[src/rtl/booth_mult_seq_pkg.sv]
// Shared types and the radix-4 Booth recoder for the sequential multiplier.
package booth_pkg;

    // One signed Booth digit: bit2 selects 2a, bit1 selects a, bit0 negates.
    typedef struct packed {
        logic two;
        logic one;
        logic neg;
    } sdn_t;

    typedef enum logic [1:0] {
        IDLE = 2'd0,
        RUN  = 2'd1,
        DONE = 2'd2
    } state_t;

    localparam sdn_t SDN_ZERO = '{two: 1'b0, one: 1'b0, neg: 1'b0};

    // Recode {b[2i+1], b[2i], b[2i-1]} into a digit in {-2,-1,0,+1,+2}.
    // The all-ones triple is a zero digit, so neg stays clear on it.
    function automatic sdn_t booth_recode(input logic [2:0] triple);
        sdn_t d;
        case (triple)
            3'b000:  d = SDN_ZERO;
            3'b001:  d = '{two: 1'b0, one: 1'b1, neg: 1'b0};
            3'b010:  d = '{two: 1'b0, one: 1'b1, neg: 1'b0};
            3'b011:  d = '{two: 1'b1, one: 1'b0, neg: 1'b0};
            3'b100:  d = '{two: 1'b1, one: 1'b0, neg: 1'b1};
            3'b101:  d = '{two: 1'b0, one: 1'b1, neg: 1'b1};
            3'b110:  d = '{two: 1'b0, one: 1'b1, neg: 1'b1};
            3'b111:  d = SDN_ZERO;
            default: d = SDN_ZERO;
        endcase
        return d;
    endfunction

endpackage

[src/rtl/booth_mult_seq_if.sv]
// Operand/product handshake bundle between the divider scheduler and the multiplier.
interface booth_mult_seq_if
    import booth_pkg::*;
#(
    parameter int W = 8
);
    logic             in_valid;
    logic             in_ready;
    logic [W-1:0]     a;
    logic [W-1:0]     b;
    logic             out_valid;
    logic             out_ready;
    logic [2*W-1:0]   product;
    sdn_t             dbg_sdn;

    modport master (
        output in_valid, a, b, out_ready,
        input  in_ready, out_valid, product, dbg_sdn
    );

    modport slave (
        input  in_valid, a, b, out_ready,
        output in_ready, out_valid, product, dbg_sdn
    );
endinterface

[src/rtl/booth_mult_seq_pp_gen.sv]
// Partial-product generator: selects 0/+a/+2a/-a/-2a as a W+2-bit signed value.
module booth_pp_gen
    import booth_pkg::*;
#(
    parameter int W = 8
) (
    input  sdn_t           sdn_i,
    input  logic [W-1:0]   a_i,
    output logic [W+1:0]   pp_o
);
    logic [W+1:0] a_ext_s;
    logic [W+1:0] mag_s;

    assign a_ext_s = {{2{a_i[W-1]}}, a_i};

    // Magnitude select then two's-complement negate; W+2 bits hold +-2a without loss.
    always_comb begin
        mag_s = '0;
        pp_o  = '0;
        if (sdn_i.two) begin
            mag_s = {a_ext_s[W:0], 1'b0};
        end else if (sdn_i.one) begin
            mag_s = a_ext_s;
        end else begin
            mag_s = '0;
        end
        if (sdn_i.neg) begin
            pp_o = ~mag_s + {{(W+1){1'b0}}, 1'b1};
        end else begin
            pp_o = mag_s;
        end
    end
endmodule

[src/rtl/booth_mult_seq.sv]
// Sequential signed radix-4 Booth multiplier: one digit per cycle into a 2W-bit accumulator.
module booth_mult_seq
    import booth_pkg::*;
#(
    parameter int W = 8
) (
    input  logic               clk,
    input  logic               rst,
    input  logic               clear,
    booth_mult_seq_if.slave    bus
);
    localparam int NDIG = W / 2;
    localparam int CW   = (NDIG > 1) ? $clog2(NDIG) : 1;

    state_t          state_q, state_d;
    logic [CW-1:0]   cnt_q, cnt_d;
    logic [W-1:0]    a_q, a_d;
    logic [W-1:0]    b_q, b_d;
    logic [2*W-1:0]  acc_q, acc_d;
    logic [2*W-1:0]  prod_q, prod_d;
    logic            in_ready_q, in_ready_d;
    logic            out_valid_q, out_valid_d;

    logic [W:0]      b_ext_s;
    logic [CW:0]     bit_idx_s;
    logic [2:0]      triple_s;
    sdn_t            sdn_s;
    logic [W+1:0]    pp_s;
    logic [2*W-1:0]  pp_shift_s;
    logic [2*W-1:0]  acc_sum_s;

    // Digit cnt uses b[2cnt+1:2cnt-1]; the appended zero supplies b[-1].
    assign b_ext_s   = {b_q, 1'b0};
    assign bit_idx_s = {cnt_q, 1'b0};
    assign triple_s  = b_ext_s[bit_idx_s +: 3];
    assign sdn_s     = booth_recode(triple_s);

    booth_pp_gen #(.W(W)) u_pp_gen (
        .sdn_i (sdn_s),
        .a_i   (a_q),
        .pp_o  (pp_s)
    );

    assign pp_shift_s = {{(W-2){pp_s[W+1]}}, pp_s} << bit_idx_s;
    assign acc_sum_s  = acc_q + pp_shift_s;

    assign bus.in_ready  = in_ready_q;
    assign bus.out_valid = out_valid_q;
    assign bus.product   = prod_q;
    assign bus.dbg_sdn   = (state_q == RUN) ? sdn_s : SDN_ZERO;

    // Next-state, operand capture and accumulation; clear overrides every handshake.
    always_comb begin
        state_d = state_q;
        cnt_d   = cnt_q;
        a_d     = a_q;
        b_d     = b_q;
        acc_d   = acc_q;
        prod_d  = prod_q;
        if (clear) begin
            state_d = IDLE;
            cnt_d   = '0;
            acc_d   = '0;
        end else begin
            case (state_q)
                IDLE: begin
                    if (bus.in_valid) begin
                        a_d     = bus.a;
                        b_d     = bus.b;
                        acc_d   = '0;
                        cnt_d   = '0;
                        state_d = RUN;
                    end else begin
                        state_d = IDLE;
                    end
                end
                RUN: begin
                    acc_d = acc_sum_s;
                    if (cnt_q == CW'(NDIG - 1)) begin
                        prod_d  = acc_sum_s;
                        cnt_d   = '0;
                        state_d = DONE;
                    end else begin
                        cnt_d   = cnt_q + {{(CW-1){1'b0}}, 1'b1};
                    end
                end
                DONE: begin
                    if (bus.out_ready) begin
                        state_d = IDLE;
                    end else begin
                        state_d = DONE;
                    end
                end
                default: begin
                    state_d = IDLE;
                    cnt_d   = '0;
                    acc_d   = '0;
                end
            endcase
        end
        in_ready_d  = (state_d == IDLE);
        out_valid_d = (state_d == DONE);
    end

    // State and datapath registers with asynchronous reset.
    always_ff @(posedge clk or posedge rst) begin
        if (rst) begin
            state_q     <= IDLE;
            cnt_q       <= '0;
            a_q         <= '0;
            b_q         <= '0;
            acc_q       <= '0;
            prod_q      <= '0;
            in_ready_q  <= 1'b1;
            out_valid_q <= 1'b0;
        end else begin
            state_q     <= state_d;
            cnt_q       <= cnt_d;
            a_q         <= a_d;
            b_q         <= b_d;
            acc_q       <= acc_d;
            prod_q      <= prod_d;
            in_ready_q  <= in_ready_d;
            out_valid_q <= out_valid_d;
        end
    end
endmodule

[src/flat_wrapper.sv]
// flat-port wrapper written by rule: the top's interface ports become plain ports
module booth_mult_seq_flat import booth_pkg::*;
#(
    parameter int W = 8
)
  (clk, rst, clear, bus_in_valid, bus_a, bus_b, bus_out_ready, bus_in_ready, bus_out_valid, bus_product, bus_dbg_sdn);
  booth_mult_seq_if #(.W(W)) bus_i ();
  input  logic clk;
  input  logic rst;
  input  logic clear;
  input wire logic [$bits(bus_i.in_valid)-1:0] bus_in_valid;
  input wire logic [$bits(bus_i.a)-1:0] bus_a;
  input wire logic [$bits(bus_i.b)-1:0] bus_b;
  input wire logic [$bits(bus_i.out_ready)-1:0] bus_out_ready;
  output wire logic [$bits(bus_i.in_ready)-1:0] bus_in_ready;
  output wire logic [$bits(bus_i.out_valid)-1:0] bus_out_valid;
  output wire logic [$bits(bus_i.product)-1:0] bus_product;
  output wire logic [$bits(bus_i.dbg_sdn)-1:0] bus_dbg_sdn;
  assign bus_i.in_valid = bus_in_valid;
  assign bus_i.a = bus_a;
  assign bus_i.b = bus_b;
  assign bus_i.out_ready = bus_out_ready;
  assign bus_in_ready = bus_i.in_ready;
  assign bus_out_valid = bus_i.out_valid;
  assign bus_product = bus_i.product;
  assign bus_dbg_sdn = bus_i.dbg_sdn;
  booth_mult_seq #(.W(W)) u_core (.clk(clk), .rst(rst), .clear(clear), .bus(bus_i));
endmodule
[config.mk]
export PLATFORM = sky130hd
export DESIGN_NAME = booth_mult_seq_flat
export DESIGN_NICKNAME = d
export VERILOG_FILES = /design/src/rtl/booth_mult_seq_pkg.sv /design/src/rtl/booth_mult_seq_if.sv /design/src/rtl/booth_mult_seq_pp_gen.sv /design/src/rtl/booth_mult_seq.sv /design/src/flat_wrapper.sv
export SDC_FILE = /design/constraint.sdc
export NUM_CORES = 1
export LEC_CHECK = 0
export ABC_AREA = 1
export CAP_MARGIN = 30
export CELL_PAD_IN_SITES_DETAIL_PLACEMENT = 1
export CELL_PAD_IN_SITES_GLOBAL_PLACEMENT = 2
export CORE_MARGIN = 2
export CORE_UTILIZATION = 29
export CTS_CLUSTER_SIZE = 16
export DETAILED_ROUTE_END_ITERATION = 8
export PLACE_DENSITY = 0.85
export SETUP_SLACK_MARGIN = 0.5
export SLEW_MARGIN = 20
export SYNTH_ARGS = -nofsm -noshare
export SYNTH_HDL_FRONTEND = slang
export SYNTH_HIERARCHICAL = 1
export SYNTH_SLANG_ARGS = --single-unit
[constraint.sdc]
create_clock -name clk -period 3.75 [get_ports clk]
set_input_delay 0.75 -clock clk [delete_from_list [all_inputs] [get_ports clk]]
set_output_delay 0.75 -clock clk [all_outputs]
set_load 0.02 [all_outputs]
## Word level (Yosys, flattened, before mapping)

Memories as Yosys holds them, arrays and structs flattened.
Index checks and enable logic that the tools add are counted.

- RAM bits: 0
- ROM bits: 24
- Latch bits: 0
- Memories: 1
- Logic and storage cells: 43
- Register bits: 54

Memories:

| memory | words | bits a word | rd ports | clocked after Yosys merged registers in | wr ports | RTL line | source |
|---|---|---|---|---|---|---|---|
| (name not given) | 8 | 3 | 1 | 0 | 0 | booth_mult_seq_pkg.sv:23 | `case (triple)` |

- Add/sub/neg operators: 3
- Equality and inequality tests: 6
- Div/mod/pow operators: 0
- Bitwise operators: 2
- Reductions and logical operators: 5
- $lt $le $gt $ge: 0
- Multiplexer cells: 16
- Multipliers: 0
- Shift operators: 2

Operators with widths:

| cell | count |
|---|---|
| 16-bit one-hot mux with 3 select lines | 1 |
| 16-bit two-way mux | 2 |
| 10-bit two-way mux | 3 |
| 16-bit adder | 1 |
| 16-bit by 3-bit << shifter with 16-bit output | 1 |
| 2-bit two-way mux | 6 |
| 2-bit one-hot mux with 3 select lines | 2 |
| 10-bit by 1-bit adder with 10-bit output (second input constant) | 1 |
| 10-bit inverter | 1 |
| 9-bit by 4-bit indexed part select with 3-bit output | 1 |
| 2-bit == test (second input constant) | 3 |
| 3-bit AND reduction | 2 |
| 2-bit zero test | 2 |
| 3-bit two-way mux | 1 |
| 3-bit != test (second input constant) | 1 |
| 2-bit by 1-bit adder with 2-bit output (second input constant) | 1 |
| 2-bit by 1-bit == test with 1-bit output (second input constant) | 1 |
| 2-bit != test (second input constant) | 1 |
| 2-bit AND reduction | 1 |
| 1-bit two-way mux | 1 |
| 1-bit inverter | 1 |

## Depth between registers and ports, before layout

Gate-level depths: netlist (run 1).
An unclocked memory read counts as a cell.

- Depth in word-level cells: 11
- Mapped depth: 34

## Modules after synthesis

Netlist (run 1), hierarchy kept.

By module, submodules not included:

| module | cells each | area each (µm²) | instances |
|---|---|---|---|
| booth_mult_seq | 463 | 3326.9 | 1 |
| booth_pp_gen | 77 | 452.9 | 1 |

## Least setup slack after synthesis (run 1)

Ideal clock, no wire load.

- Kind: register -> register
- From: register u_core.cnt_q[0]
- To: register u_core.acc_q[7]
- Data required time: 3.633 ns
- Path buffers: 3
- Clock period less this slack: 3.759 ns
- Data arrival time: 3.642 ns
- Stages on the path, launching flop included: 32
- Setup slack: -0.009 ns
- Cell sequence: dfrtp_1 -> buf_6 -> buf_2 -> nand2_1 -> a32oi_1 -> inv_1 -> ha_1 -> o21ai_0 -> inv_1 -> buf_6 -> inv_6 -> nand3_2 -> nand2_1 -> inv_1 -> ha_1 -> nand3_2 -> nor2_4 -> nand2_1 -> nand2_1 -> xnor2_1 -> mux2i_1 -> inv_1 -> nand2_1 -> o21ai_0 -> ha_1 -> nand2_1 -> inv_1 -> a21oi_1 -> nand2_1 -> or2_1 -> nand3_1 -> nand2_1

RTL lines:

| element | RTL line | source |
|---|---|---|
| from (decl) | booth_mult_seq.sv:16 | `logic [CW-1:0] cnt_q, cnt_d;` |
| from (signal assigned) | booth_mult_seq.sv:118 | `cnt_q <= cnt_d;` |
| to (signal assigned) | booth_mult_seq.sv:112 | `acc_q <= '0;` |
| to (signal assigned) | booth_mult_seq.sv:121 | `acc_q <= acc_d;` |
| to (decl) | booth_mult_seq.sv:19 | `logic [2*W-1:0] acc_q, acc_d;` |

==> results of run 1 <==
-- routing by layer --
layer  part of all wire [%]  routed length (um)  vias up  GRT usage, %
li1                       -                   -     1877             -
met1                     41                5000     1864          19.3
met2                     55                6690       49          34.6
met3                    2.5                 303       17          3.04
met4                    1.3                 159        0          4.89
met5                      0                   0        -             0
-- kinds of logic after synthesis --
kind of cell	count (synthesis)	synth area share [%]
AO/OA/AOI/OAI	42	6.02
XOR/XNOR	9	2.09
adder cells (fa/ha/maj)	20	6.82
buffers and inverters	84	9.73
flip-flops	54	35.8
multiplexers	9	2.38
AND/OR/NAND/NOR	322	37.2
-- report_power, final --
group | switching (uW) | leakage (uW) | internal, uW
clock network | 226 | 0.0000771 | 316
registers | 74.9 | 0.000716 | 663
logic | 1270 | 0.00198 | 1060
total | 1570 | 0.00278 | 2040
-- critical path, cell delays in order, from the launching register on --
cell      delay (ns)
dfrtp_2         0.46
inv_2           0.11
a21oi_2         0.05
a32oi_2         0.25
inv_2           0.08
ha_4            0.17
o21ai_4         0.17
clkinv_4        0.14
buf_6           0.17
nand2_2         0.10
nand2_4         0.09
nor2_4          0.12
buf_4           0.14
nor2_4          0.04
xor2_2          0.20
mux2i_1         0.25
mux2i_1         0.14
ha_1            0.40
nand2_2         0.07
inv_2           0.07
nand2_2         0.07
nor3_2          0.20
nand2_2         0.10
nand2_2         0.07
nand2_2         0.06
nand3_1         0.08
nand2_1         0.05
-- through the flow --
step | cells | power [uW] | setup TNS [ns] | util (%)
2_1_floorplan | 540 | 1790 | 0 | -
3_3_place_gp | 780 | 2350 | -1.46 | 36.9
3_5_place_dp | 780 | 2410 | -4.46 | 36.9
4_1_cts | 802 | 3460 | -0.0266 | 42.6
5_1_grt | 808 | 3880 | -9.48 | 43.7
6_report | 808 | 3610 | -3.83 | 43.7
-- timing repair --
action,CTS,global route
endpoints found under the setup margin,32,31
pin swaps,42,13
setup buffers,14,6
resized for setup,109,36
endpoints found under the hold margin,0,0
-- placed cells by master (no fill, tap or decap), types with 17 or more instances in the layout --
master / netlist / layout
buf_4: 1 / 55
inv_1: 61 / 47
nand3_1: 33 / 25
nor2_1: 24 / 17
nand2_1: 224 / 184
inv_2: 4 / 17
nand2_2: 5 / 38
dfrtp_1: 53 / 51
clkdlybuf4s50_1: 0 / 40
-- flip-flops by register name, summed over array words and instances (netlist names) --
| register | cells |
|---|---|
| u_core/bus.out_valid | 1 |
| u_core/bus.product | 16 |
| u_core/a_q | 8 |
| u_core/cnt_q | 2 |
| u_core/b_q | 8 |
| u_core/acc_q | 16 |
| u_core/state_q | 2 |
| u_core/bus.in_ready | 1 |
-- synth_stat cells (5+ instances only) --
cell type,count,area share (%)
nand2_1,224,22
inv_1,61,6.1
dfrtp_1,53,35
nand3_1,33,4.4
nor2_1,24,2.4
o21ai_0,21,2.8
ha_1,19,6.3
a21oi_1,11,1.5
mux2i_1,9,2.4
nand3_2,9,2.4
buf_2,8,1.1
nand2_2,5,0.83
nor2_2,5,0.83
nor3_1,5,0.66
xnor2_1,5,1.2
-- path summary, 6_finish.rpt --
kind | from | to | slack, ns | cells past startpoint
min in group asynchronous | rst | u_core/b_q[1] | 0.96 | 3
max in group asynchronous | rst | u_core/cnt_q[1] | 2.27 | 3
setup / recovery | u_core/cnt_q[1] | u_core/acc_q[13] | -0.22 | 26
setup reg to reg | u_core/cnt_q[1] | u_core/acc_q[13] | -0.22 | 26
hold / removal | u_core/bus.product[5] | u_core/bus.product[5] | 0.48 | 2
hold reg to reg | u_core/bus.product[5] | u_core/bus.product[5] | 0.48 | 2
-- area by class of cell --
type                       count  area [um2]  area share [%]
clock buffer                   6         129            2.33
clock inverter                 2        37.5           0.677
inverter                      69         279            5.04
multi-input combinational    402        2630            47.4
sequential                    54        1360            24.5
tap                          172         215            3.88
timing repair buffer         103         901            16.3
==> impl_metrics.tcl, run 1 <==
set metrics [dict create \
    leakagePower_uw 0.00278 \
    routed_via_density 4.71 \
    ctsHoldBuffers 0 \
    core_um2 12700 \
    numPortBuffers 41 \
    cts_tree "done" \
    async_reset_ff_share_pct 100 \
    area_growth_pct 46.6 \
    cp_max_fo 6 \
    clk_latency_ns 0.30 \
    startpoint_type "register" \
    cts_root_buffer "clkbuf_16" \
    synth_seq_area_share_pct 35.8 \
    synth_top_flop_cell "dfrtp_1" \
    hold_viol_final 0 \
    h-tree-depth 2 \
    dp_hpwl_um 8560 \
    cts_sinks 54 \
    synth_cell_types 39 \
    grt_antenna_before_repair 0 \
    cts_made_buffers 5 \
    num-nets-final 676 \
    setup_viol_count_final 24 \
    postLayoutCellArea_um2 5540 \
    fin_worst_skew_ns 0.00619 \
    synth_cells 540 \
    vdd.ir_drop.worst_uv 213 \
    drv_slew 0 \
    clockBufferDepth 2 \
    rsz0062_at_grt "true" \
    gr-total-overflow 0 \
    post-place-ws_ns -0.375 \
    max_freq_ghz 0.252 \
    whs_ns 0.482 \
    outcome "complete, but fails checks" \
    grt_pass1_wl_um 20000 \
    grt_use_total_pct 17.7 \
    synth_area_um2 3780 \
    cts.clk_slew.worst_paths_ns 0.07 \
    fillers 1583 \
    die_x_um 118 \
    drt.antenna.violating_nets 0 \
    avgSynthCellArea_um2 7.00 \
    fin_crit_sh_pct 106 \
    path_class "reg -> reg" \
    place_area_um2 4670 \
    synth_edf_count 0 \
    num_vias 3807 \
    diodes 0 \
    fp-row-count 41 \
    slew-limit-headroom_pct 51.9 \
    first_iter_violations 105 \
    drt_first_pass_iters 4 \
    route.detailed.drc 0 \
    globalplace.congestion 0.873 \
    ys_seq_elements 54 \
    worstMarginPinSlew_ns 0.722 \
    io_pins 42 \
    die_y_um 118 \
    worst_hold_path_type "reg -> reg" \
    violations "setup timing" \
    arrival_ns 4.16 \
    yosys_warnings 6 \
    grt_max_degree 55 \
    cp-end-kind "register" \
    die_area_um2 14000 \
    synthesis.nets 581 \
    start_util_pct 29.8 \
    routed_wl_um 12100 \
    fin_ws_ns -0.216 \
    worst_ep_required_time_ns 3.94 \
    grt_pass1_vias 4103 \
    routedWlPerCell_um 15.0 \
    power_density_nw_per_um2 651 \
    fin_crit_ns 3.97 \
    drive_gt1_share_pct 33.6 \
    cap_violations 0 \
]
Note: power is estimated with default switching activity, not from simulation.
==> inputs of run 2 (changes only) <==
--- a/config.mk
+++ b/config.mk
@@ -13,6 +13,7 @@
 export CORE_UTILIZATION = 29
 export CTS_CLUSTER_SIZE = 16
 export DETAILED_ROUTE_END_ITERATION = 8
+export HOLD_SLACK_MARGIN = 0.02
 export PLACE_DENSITY = 0.85
 export SETUP_SLACK_MARGIN = 0.5
 export SLEW_MARGIN = 20
==> results of run 2 <==
Same layout as run 1: the final DEF is identical, and so are final timing and power.
